`src/rtl/bitop_stream_reducer_if.sv`:
```
// rtl/bitop_stream_reducer_if.sv - input beat / output result handshake bundle for bitop_stream_reducer
// out_popcnt exists only when BITOP_STREAM_POPCOUNT_EN is defined.
interface bitop_stream_reducer_if #(
    parameter int WIDTH     = 32,
    parameter int LANES     = 2,
    parameter int MAX_BEATS = 16
);
    logic                             in_valid;
    logic                             in_ready;
    logic [LANES*WIDTH-1:0]           in_data;
    logic [1:0]                       in_op;
    logic                             in_last;
    logic                             out_valid;
    logic                             out_ready;
    logic [WIDTH-1:0]                 out_data;
    logic [$clog2(MAX_BEATS+1)-1:0]   out_beats;
    logic                             out_err;
`ifdef BITOP_STREAM_POPCOUNT_EN
    logic [$clog2(WIDTH+1)-1:0]       out_popcnt;
`endif

    modport slave (
`ifdef BITOP_STREAM_POPCOUNT_EN
        output out_popcnt,
`endif
        input  in_valid, in_data, in_op, in_last, out_ready,
        output in_ready, out_valid, out_data, out_beats, out_err
    );

    modport master (
`ifdef BITOP_STREAM_POPCOUNT_EN
        input  out_popcnt,
`endif
        output in_valid, in_data, in_op, in_last, out_ready,
        input  in_ready, out_valid, out_data, out_beats, out_err
    );
endinterface

```
`src/rtl/bitop_stream_reducer.sv`:
```
// rtl/bitop_stream_reducer.sv - folds a packet of multi-lane beats into one word with AND/OR/XOR/XNOR
// Optional BITOP_STREAM_POPCOUNT_EN adds a registered population count of the result.
module bitop_stream_reducer #(
    parameter int WIDTH     = 32,
    parameter int LANES     = 2,
    parameter int MAX_BEATS = 16
) (
    input  logic                   clk,
    input  logic                   rst,
    bitop_stream_reducer_if.slave  bus
);
    localparam int CW = $clog2(MAX_BEATS + 1);
    localparam int PW = $clog2(WIDTH + 1);

    localparam logic [1:0] OP_AND  = 2'b00;
    localparam logic [1:0] OP_OR   = 2'b01;
    localparam logic [1:0] OP_XNOR = 2'b11;

    typedef enum logic [1:0] {S_IDLE, S_ACC, S_OUT, S_DRAIN} state_t;

    state_t            state_q, state_d;
    logic [WIDTH-1:0]  acc_q, acc_d;
    logic [CW-1:0]     cnt_q, cnt_d;
    logic [1:0]        op_q, op_d;
    logic              drain_q, drain_d;
    logic [WIDTH-1:0]  out_data_q, out_data_d;
    logic [CW-1:0]     out_beats_q, out_beats_d;
    logic              out_err_q, out_err_d;
`ifdef BITOP_STREAM_POPCOUNT_EN
    logic [PW-1:0]     popcnt_q, popcnt_d;
`endif

    logic [WIDTH-1:0]  lane_val;
    logic [WIDTH-1:0]  acc_new;
    logic [CW-1:0]     cnt_new;
    logic [1:0]        op_new;
    logic              go_out;
    logic              err_new;

    // XNOR folds as XOR; the inversion happens once when the result is latched.
    function automatic logic [WIDTH-1:0] combine(input logic [WIDTH-1:0] a,
                                                 input logic [WIDTH-1:0] b,
                                                 input logic [1:0]       op);
        case (op)
            OP_AND:  combine = a & b;
            OP_OR:   combine = a | b;
            default: combine = a ^ b;
        endcase
    endfunction

    function automatic logic [WIDTH-1:0] lane_reduce(input logic [LANES*WIDTH-1:0] d,
                                                     input logic [1:0]             op);
        logic [WIDTH-1:0] r;
        r = d[WIDTH-1:0];
        for (int k = 1; k < LANES; k++) begin
            r = combine(r, d[k*WIDTH +: WIDTH], op);
        end
        return r;
    endfunction

    function automatic logic [PW-1:0] popcount(input logic [WIDTH-1:0] v);
        logic [PW-1:0] c;
        c = '0;
        for (int i = 0; i < WIDTH; i++) begin
            c = c + PW'(v[i]);
        end
        return c;
    endfunction

    always_comb begin
        state_d     = state_q;
        drain_d     = drain_q;
        out_data_d  = out_data_q;
        out_beats_d = out_beats_q;
        out_err_d   = out_err_q;
        acc_new     = acc_q;
        cnt_new     = cnt_q;
        op_new      = op_q;
        go_out      = 1'b0;
        err_new     = 1'b0;
        lane_val    = lane_reduce(bus.in_data, (state_q == S_IDLE) ? bus.in_op : op_q);

        case (state_q)
            S_IDLE: begin
                if (bus.in_valid) begin
                    op_new  = bus.in_op;
                    acc_new = lane_val;
                    cnt_new = CW'(1);
                    if (bus.in_last) begin
                        go_out = 1'b1;
                    end else if (cnt_new == CW'(MAX_BEATS)) begin
                        go_out  = 1'b1;
                        err_new = 1'b1;
                    end else begin
                        state_d = S_ACC;
                    end
                end
            end
            S_ACC: begin
                if (bus.in_valid) begin
                    acc_new = combine(acc_q, lane_val, op_q);
                    cnt_new = cnt_q + CW'(1);
                    if (bus.in_last) begin
                        go_out = 1'b1;
                    end else if (cnt_new == CW'(MAX_BEATS)) begin
                        go_out  = 1'b1;
                        err_new = 1'b1;
                    end
                end
            end
            S_OUT: begin
                if (bus.out_ready) begin
                    state_d = drain_q ? S_DRAIN : S_IDLE;
                end
            end
            S_DRAIN: begin
                if (bus.in_valid && bus.in_last) begin
                    state_d = S_IDLE;
                    drain_d = 1'b0;
                end
            end
            default: state_d = S_IDLE;
        endcase

        acc_d = acc_new;
        cnt_d = cnt_new;
        op_d  = op_new;
        if (go_out) begin
            state_d     = S_OUT;
            drain_d     = err_new;
            out_data_d  = (op_new == OP_XNOR) ? ~acc_new : acc_new;
            out_beats_d = cnt_new;
            out_err_d   = err_new;
        end
    end

`ifdef BITOP_STREAM_POPCOUNT_EN
    always_comb begin
        popcnt_d = popcnt_q;
        if (go_out) begin
            popcnt_d = popcount(out_data_d);
        end
    end
`endif

    always_ff @(posedge clk or posedge rst) begin
        if (rst) begin
            state_q     <= S_IDLE;
            acc_q       <= '0;
            cnt_q       <= '0;
            op_q        <= OP_AND;
            drain_q     <= 1'b0;
            out_data_q  <= '0;
            out_beats_q <= '0;
            out_err_q   <= 1'b0;
`ifdef BITOP_STREAM_POPCOUNT_EN
            popcnt_q    <= '0;
`endif
        end else begin
            state_q     <= state_d;
            acc_q       <= acc_d;
            cnt_q       <= cnt_d;
            op_q        <= op_d;
            drain_q     <= drain_d;
            out_data_q  <= out_data_d;
            out_beats_q <= out_beats_d;
            out_err_q   <= out_err_d;
`ifdef BITOP_STREAM_POPCOUNT_EN
            popcnt_q    <= popcnt_d;
`endif
        end
    end

    assign bus.in_ready  = (state_q != S_OUT);
    assign bus.out_valid = (state_q == S_OUT);
    assign bus.out_data  = out_data_q;
    assign bus.out_beats = out_beats_q;
    assign bus.out_err   = out_err_q;
`ifdef BITOP_STREAM_POPCOUNT_EN
    assign bus.out_popcnt = popcnt_q;
`endif
endmodule

```
`src/flat_wrapper.sv`:
```
// flat-port wrapper written by rule: the top's interface ports become plain ports
module bitop_stream_reducer_flat 
#(
    parameter int WIDTH     = 32,
    parameter int LANES     = 2,
    parameter int MAX_BEATS = 16
)
  (clk, rst, bus_in_valid, bus_in_data, bus_in_op, bus_in_last, bus_out_ready, bus_in_ready, bus_out_valid, bus_out_data, bus_out_beats, bus_out_err);
  bitop_stream_reducer_if #(.WIDTH(WIDTH), .LANES(LANES), .MAX_BEATS(MAX_BEATS)) bus_i ();
  input  logic clk;
  input  logic rst;
  input wire logic [$bits(bus_i.in_valid)-1:0] bus_in_valid;
  input wire logic [$bits(bus_i.in_data)-1:0] bus_in_data;
  input wire logic [$bits(bus_i.in_op)-1:0] bus_in_op;
  input wire logic [$bits(bus_i.in_last)-1:0] bus_in_last;
  input wire logic [$bits(bus_i.out_ready)-1:0] bus_out_ready;
  output wire logic [$bits(bus_i.in_ready)-1:0] bus_in_ready;
  output wire logic [$bits(bus_i.out_valid)-1:0] bus_out_valid;
  output wire logic [$bits(bus_i.out_data)-1:0] bus_out_data;
  output wire logic [$bits(bus_i.out_beats)-1:0] bus_out_beats;
  output wire logic [$bits(bus_i.out_err)-1:0] bus_out_err;
  assign bus_i.in_valid = bus_in_valid;
  assign bus_i.in_data = bus_in_data;
  assign bus_i.in_op = bus_in_op;
  assign bus_i.in_last = bus_in_last;
  assign bus_i.out_ready = bus_out_ready;
  assign bus_in_ready = bus_i.in_ready;
  assign bus_out_valid = bus_i.out_valid;
  assign bus_out_data = bus_i.out_data;
  assign bus_out_beats = bus_i.out_beats;
  assign bus_out_err = bus_i.out_err;
  bitop_stream_reducer #(.WIDTH(WIDTH), .LANES(LANES), .MAX_BEATS(MAX_BEATS)) u_core (.clk(clk), .rst(rst), .bus(bus_i));
endmodule
```
`config.mk`:
```
export PLATFORM = sky130hd
export DESIGN_NAME = bitop_stream_reducer_flat
export DESIGN_NICKNAME = d
export VERILOG_FILES = /design/src/rtl/bitop_stream_reducer_if.sv /design/src/rtl/bitop_stream_reducer.sv /design/src/flat_wrapper.sv
export SDC_FILE = /design/constraint.sdc
export NUM_CORES = 1
export LEC_CHECK = 0
export ABC_CLOCK_PERIOD_IN_PS = 3500
export CAP_MARGIN = 20
export CORE_MARGIN = 1
export CORE_UTILIZATION = 56
export DETAILED_ROUTE_END_ITERATION = 16
export GPL_TIMING_DRIVEN = 0
export PLACE_DENSITY_LB_ADDON = 0.3
export SYNTH_ARGS = -nofsm -noshare
export SYNTH_HDL_FRONTEND = slang
export SYNTH_SLANG_ARGS = --single-unit
```
`constraint.sdc`:
```
create_clock -name clk -period 3.5 [get_ports clk]
set_clock_uncertainty 0.2 [all_clocks]
set_input_delay 0.7 -clock clk [delete_from_list [all_inputs] [get_ports clk]]
set_output_delay 0.7 -clock clk [all_outputs]
set_load 0.02 [all_outputs]
```
==> results.json <==
{
  "synth_edf_count": 0,
  "setup_tns_ps": 0,
  "start_util_pct": 58.0,
  "antenna_left": 0,
  "cp_max_fo": 10,
  "synth_largest_area_cell": "dfrtp_1",
  "num-fill-cells": 1054,
  "fin_area_mm2": 0.00963,
  "hold_path_class": "flop to flop",
  "post-place-cells": 1247,
  "syn_nets": 1167,
  "dr.pass1.iters": 5,
  "nets": 1309,
  "cts_root_buf": "clkbuf_16",
  "stdcell_count": 1284,
  "cts_tree": "built",
  "maxCapViolations": 0,
  "async_reset_ff_share_pct": 100,
  "antenna_found_initial": 0,
  "yosysUniqueCellTypes": 41,
  "fmax_mhz": 297,
  "criticalPathCategory": "flop to flop",
  "finalSetupViolCount": 0,
  "n_antenna_cell": 0,
  "synthTopCellsByArea": "dfrtp_1 (26%), ha_1 (22%), o31a_1 (7.1%)",
  "core_area_mm2": 0.0133,
  "num_rows": 42,
  "slew_viol_final": 0,
  "rsz0062_at_grt": "yes",
  "grtUsageTotal_pct": 28.4,
  "critPathArrivalTime_ps": 3360,
  "drtIter0Drc": 528,
  "cts_sinks": 80,
  "syn_to_final_growth_pct": 24.4,
  "finalCritPeriodShare_pct": 96.3,
  "holdWs_ps": 298,
  "place_area_mm2": 0.00908,
  "layout_common_cells": "nor2_1 (140), ha_1 (133), inv_1 (108)",
  "cts_buffers": 9,
  "gp_congestion": 0.813,
  "clk_path_buf_depth": 2,
  "critPathRequiredTime_ps": 3490,
  "grt_start_max_net_pins": 69,
  "avgSynthCellArea_um2": 8.06,
  "yosysWarnings": 0,
  "peakVddDrop_mv": 0.562,
  "die_h_um": 120,
  "die_w_um": 120,
  "wl_um": 19600,
  "maxSlewHeadroom_pct": 54.8,
  "min_period_ps": 3370,
  "drive_above_1_share_pct": 14.8,
  "die_area_mm2": 0.0143,
  "netlist_area_mm2": 0.00774,
  "grt_pass1_vias": 6830,
  "worstMarginPinSlew_ps": 678,
  "cts_max_level": 3,
  "p_leak_uw": 0.00476,
  "postCtsHoldBufs": 0,
  "hold_viol": 0,
  "clk_latency_ps": 340,
  "status": "completed",
  "syn_inst": 961,
  "viasPerCell": 5.40,
  "hpwl_um": 14000,
  "crit_path_end_kind": "flop",
  "layout_commonest_cell": "nor2_1",
  "pwr_density_cell_mw_per_mm2": 985,
  "drc": 0,
  "ys_seq_area_share_pct": 25.9,
  "io_pins": 111,
  "wire_per_inst_um": 15.3,
  "ys.flop_type": "dfrtp_1",
  "synth_top_area_share_pct": 25.9,
  "clk_pin_slew_ps": 60,
  "grt_overflow": 0,
  "grt_pass1_wl_um": 32500,
  "io_buffers": 109,
  "synth-seq-cells": 80,
  "vias": 6932,
  "crit_path_start_kind": "flop"
}
==> registers in the layout, indices dropped and copies added, names as in the netlist <==
register / flops
u_core.acc_q: 32
u_core.bus.out_beats: 5
u_core.bus.out_data: 32
u_core.bus.out_err: 1
u_core.cnt_q: 5
u_core.drain_q: 1
u_core.op_q: 2
u_core.state_q: 2
==> metal layers <==
metal | share of wire, % | global-route usage (%) | vias to the layer above
met3 | 5.8 | 4.33 | 26
met1 | 48 | 39.1 | 3283
li1 | - | - | 3412
met4 | 1.7 | 9.38 | 0
met5 | 0 | 0 | -
met2 | 45 | 45.6 | 211
==> per-stage QoR <==
step,total power [µW],utilization (%),worst slack [ps]
after detailed placement,8010,68.0,-355
after floorplan,6280,-,421
after global routing,10300,72.2,-33.3
after CTS,9160,70.7,3.06
final,9490,72.2,129
after global placement,7830,67.8,-852
==> final timing paths <==
| kind | to | slack, ps | cells past startpoint | from |
|---|---|---|---|---|
| setup / recovery | u_core.bus.out_data[22]$_DFFE_PP0P_ | 130 | 13 | u_core.state_q[0]$_DFFE_PP0P_ |
| hold / removal | u_core.bus.out_beats[2]$_DFFE_PP0P_ | 300 | 1 | u_core.bus.out_beats[2]$_DFFE_PP0P_ |
| setup reg to reg | u_core.bus.out_data[22]$_DFFE_PP0P_ | 130 | 13 | u_core.state_q[0]$_DFFE_PP0P_ |
| hold reg to reg | u_core.bus.out_beats[2]$_DFFE_PP0P_ | 300 | 1 | u_core.bus.out_beats[2]$_DFFE_PP0P_ |
| max in group asynchronous | u_core.acc_q[7]$_DFF_PP0_ | 2080 | 3 | rst |
| min in group asynchronous | u_core.acc_q[21]$_DFF_PP0_ | 420 | 2 | rst |
==> power breakdown <==
| group | switching, µW | total, µW | leakage (µW) | internal [µW] |
|---|---|---|---|---|
| sequential | 380 | 1780 | 0.000917 | 1400 |
| clock | 389 | 1020 | 0.000149 | 628 |
| combinational | 3760 | 6690 | 0.00369 | 2930 |
| total | 4530 | 9490 | 0.00476 | 4960 |
==> repair_timing <==
action,CTS,global route
cloned,0,0
setup buffers,1,22
pin swaps,0,12
hold endpoints to repair,0,0
endpoints found under the setup margin,19,30
gates resized for setup,5,18
==> cell families (layout without fill, tap and decap cells) <==
logic type	count (synthesis)	count (layout)	share of synthesized area [%]
xor gates and xnor gates	34	34	3.85
adders and majority gates	135	135	21.8
and+or+nand+nor	296	296	16.9
buffers and inverters	194	341	10.0
AOI/OAI and AO/OA	216	216	20.7
DFF	80	80	25.9
muxes	6	6	0.921
==> cell usage after synthesis (2+ instances only) <==
cell type / instances
dfrtp_1: 80
nor2_1: 140
nand3_1: 3
mux2_1: 2
o21ai_1: 18
buf_6: 2
and3_1: 3
o22ai_2: 31
xor2_1: 33
mux2_2: 3
inv_1: 111
or2_2: 25
or2_1: 7
o31a_1: 63
buf_2: 27
and2_1: 33
inv_2: 26
clkbuf_1: 27
o21ai_0: 19
a21oi_1: 75
ha_1: 135
nand2_1: 78
o22ai_1: 2
==> final cells by class <==
type                       instances  area, µm²  share of cell area, %
inverter                         137        517                   5.36
sequential                        80       2000                   20.8
timing repair buffer             133       1310                   13.6
tap                              176        220                   2.29
clock inverter                     6       92.6                  0.961
multi-input combinational        687       5000                   51.9
clock buffer                      10        229                   2.38
buffer                            55        259                   2.69
==> critical path, stage by stage (launching register included) <==
cell and delay [ps]:
dfrtp_1 410, inv_2 130, buf_12 110, ha_4 160, mux2_2 440, buf_4 210, o31a_1 380, ha_1 230
nand2_1 80, a21oi_1 60, o31a_1 310, o22ai_2 210, xor2_1 190, a21oi_1 90
Power figures use the tool's default switching activity.
==> patch: new RTL, same flow settings <==
Encoding of `state_t`: now one-hot (4 bits for 4 states).
--- a/src/rtl/bitop_stream_reducer.sv
+++ b/src/rtl/bitop_stream_reducer.sv
@@ -16,7 +16,7 @@
     localparam logic [1:0] OP_OR   = 2'b01;
     localparam logic [1:0] OP_XNOR = 2'b11;
 
-    typedef enum logic [1:0] {S_IDLE, S_ACC, S_OUT, S_DRAIN} state_t;
+    typedef enum logic [3:0] {S_IDLE = 4'b0001, S_ACC = 4'b0010, S_OUT = 4'b0100, S_DRAIN = 4'b1000} state_t;
 
     state_t            state_q, state_d;
     logic [WIDTH-1:0]  acc_q, acc_d;
Function: same outputs for any inputs over 4 cycles, from zero or initial values and one cycle with rst high; so few cycles prove little.
==> patch against the unedited design <==
- the run now ends with setup timing left
- design area rose by 5.2%
- die area rose by 2.8%
- synthesized area rose by 2.9%
- worst setup slack got worse by 140 ps
- sequential cell count rose by 2
- wire length rose by 17%
- first-iteration DRC count rose by 15%
- highest routed layer unchanged
- critical endpoint is now u_core.bus.out_data[0]
- total power fell by 6.4%
==> patch: results (changes against the unedited design) <==
Cells and area:
- The register cell area after layout is 0.00205 mm² (+2.6%).
- The filler cell count is 1059 (+0.47%).

Routing:
- The via count came to 7619 (+9.9%).
- The met2 wire length is 10600 µm (+20%).
- The wire length on met3 is 1940 µm (+71%).
- The wire length on met1 was 9560 µm (+2.2%).

STA:
- The setup slack of the critical path after layout came to -11.3 ps (-140 ps).
- The worst-margin pin slew was 946 ps (+268 ps).
- The final setup violation count is 1 (+1).

Placed design:
- The final weighted congestion in routability-driven placement is 0.895 (+10%).
- The post-detailed-placement cell area was 0.00931 mm² (+2.5%).

Run status:
- The checks that failed: setup timing.
- The flow ran to the end, but the final reports show violations.

Power:
- The internal power contribution was 0.00465 W (-6.2%).
- The clock share of power was 0.123 (+0.016).
- The worst IR drop on VDD is 0.000498 V (-11%).

Worst setup path:
- The arrival time of the worst setup path is 3530 ps (+170 ps).
- The maximum single-stage delay on the critical path is 560 ps (+120 ps).

Synth:
- By count the netlist is led by inv_1 (158), ha_1 (130), nand2_1 (98).
- The xor/xnor share of the synthesized area is 0.0374 (-0.00107).
- The share of cell area taken by muxes after synthesis came to 0.0427 (+0.0335).
- The complex-gate fraction of the synthesized area is 0.220 (+0.0139).
- The total nets after synthesis came to 1185 (+1.5%).

CTS:
- The clock network latency to the later pin of the worst-skew pair is 360 ps (+20 ps).

Global route:
- The via count of the first global-routing pass is 7194 (+5.3%).
- The wire length of the first global-routing pass is 35500 µm (+9.1%).
- The largest net degree at the start of global routing is 52 (-25%).
[patch: changes by cell type after synthesis, sizes merged, moves of 37 or more]
cell,change
o21ai,+71
a21oi,-37
o31a,-64
nor2,-66
[patch: cell type report]
type,instances,share of cell area
clock inverters,5,0.00839
repair buffers,125,0.127
well taps,180,0.0222
multi-input cells,682,0.523
plain buffers,58,0.0326
inverters,159,0.0591
clock buffers,11,0.0249
flip-flops and latches,82,0.203
[patch: final timing paths]
path / slack, ps / endpoint / cells past startpoint / from
max: -10 / u_core.bus.out_data[0] / 13 / u_core.state_q[3]
min: 280 / u_core.bus.out_data[6] / 2 / u_core.bus.out_data[6]
max reg2reg: -10 / u_core.bus.out_data[0] / 13 / u_core.state_q[3]
min reg2reg: 280 / u_core.bus.out_data[6] / 2 / u_core.bus.out_data[6]
max in group asynchronous: 1920 / u_core.state_q[0] / 3 / rst
min in group asynchronous: 500 / u_core.bus.out_data[13] / 2 / rst
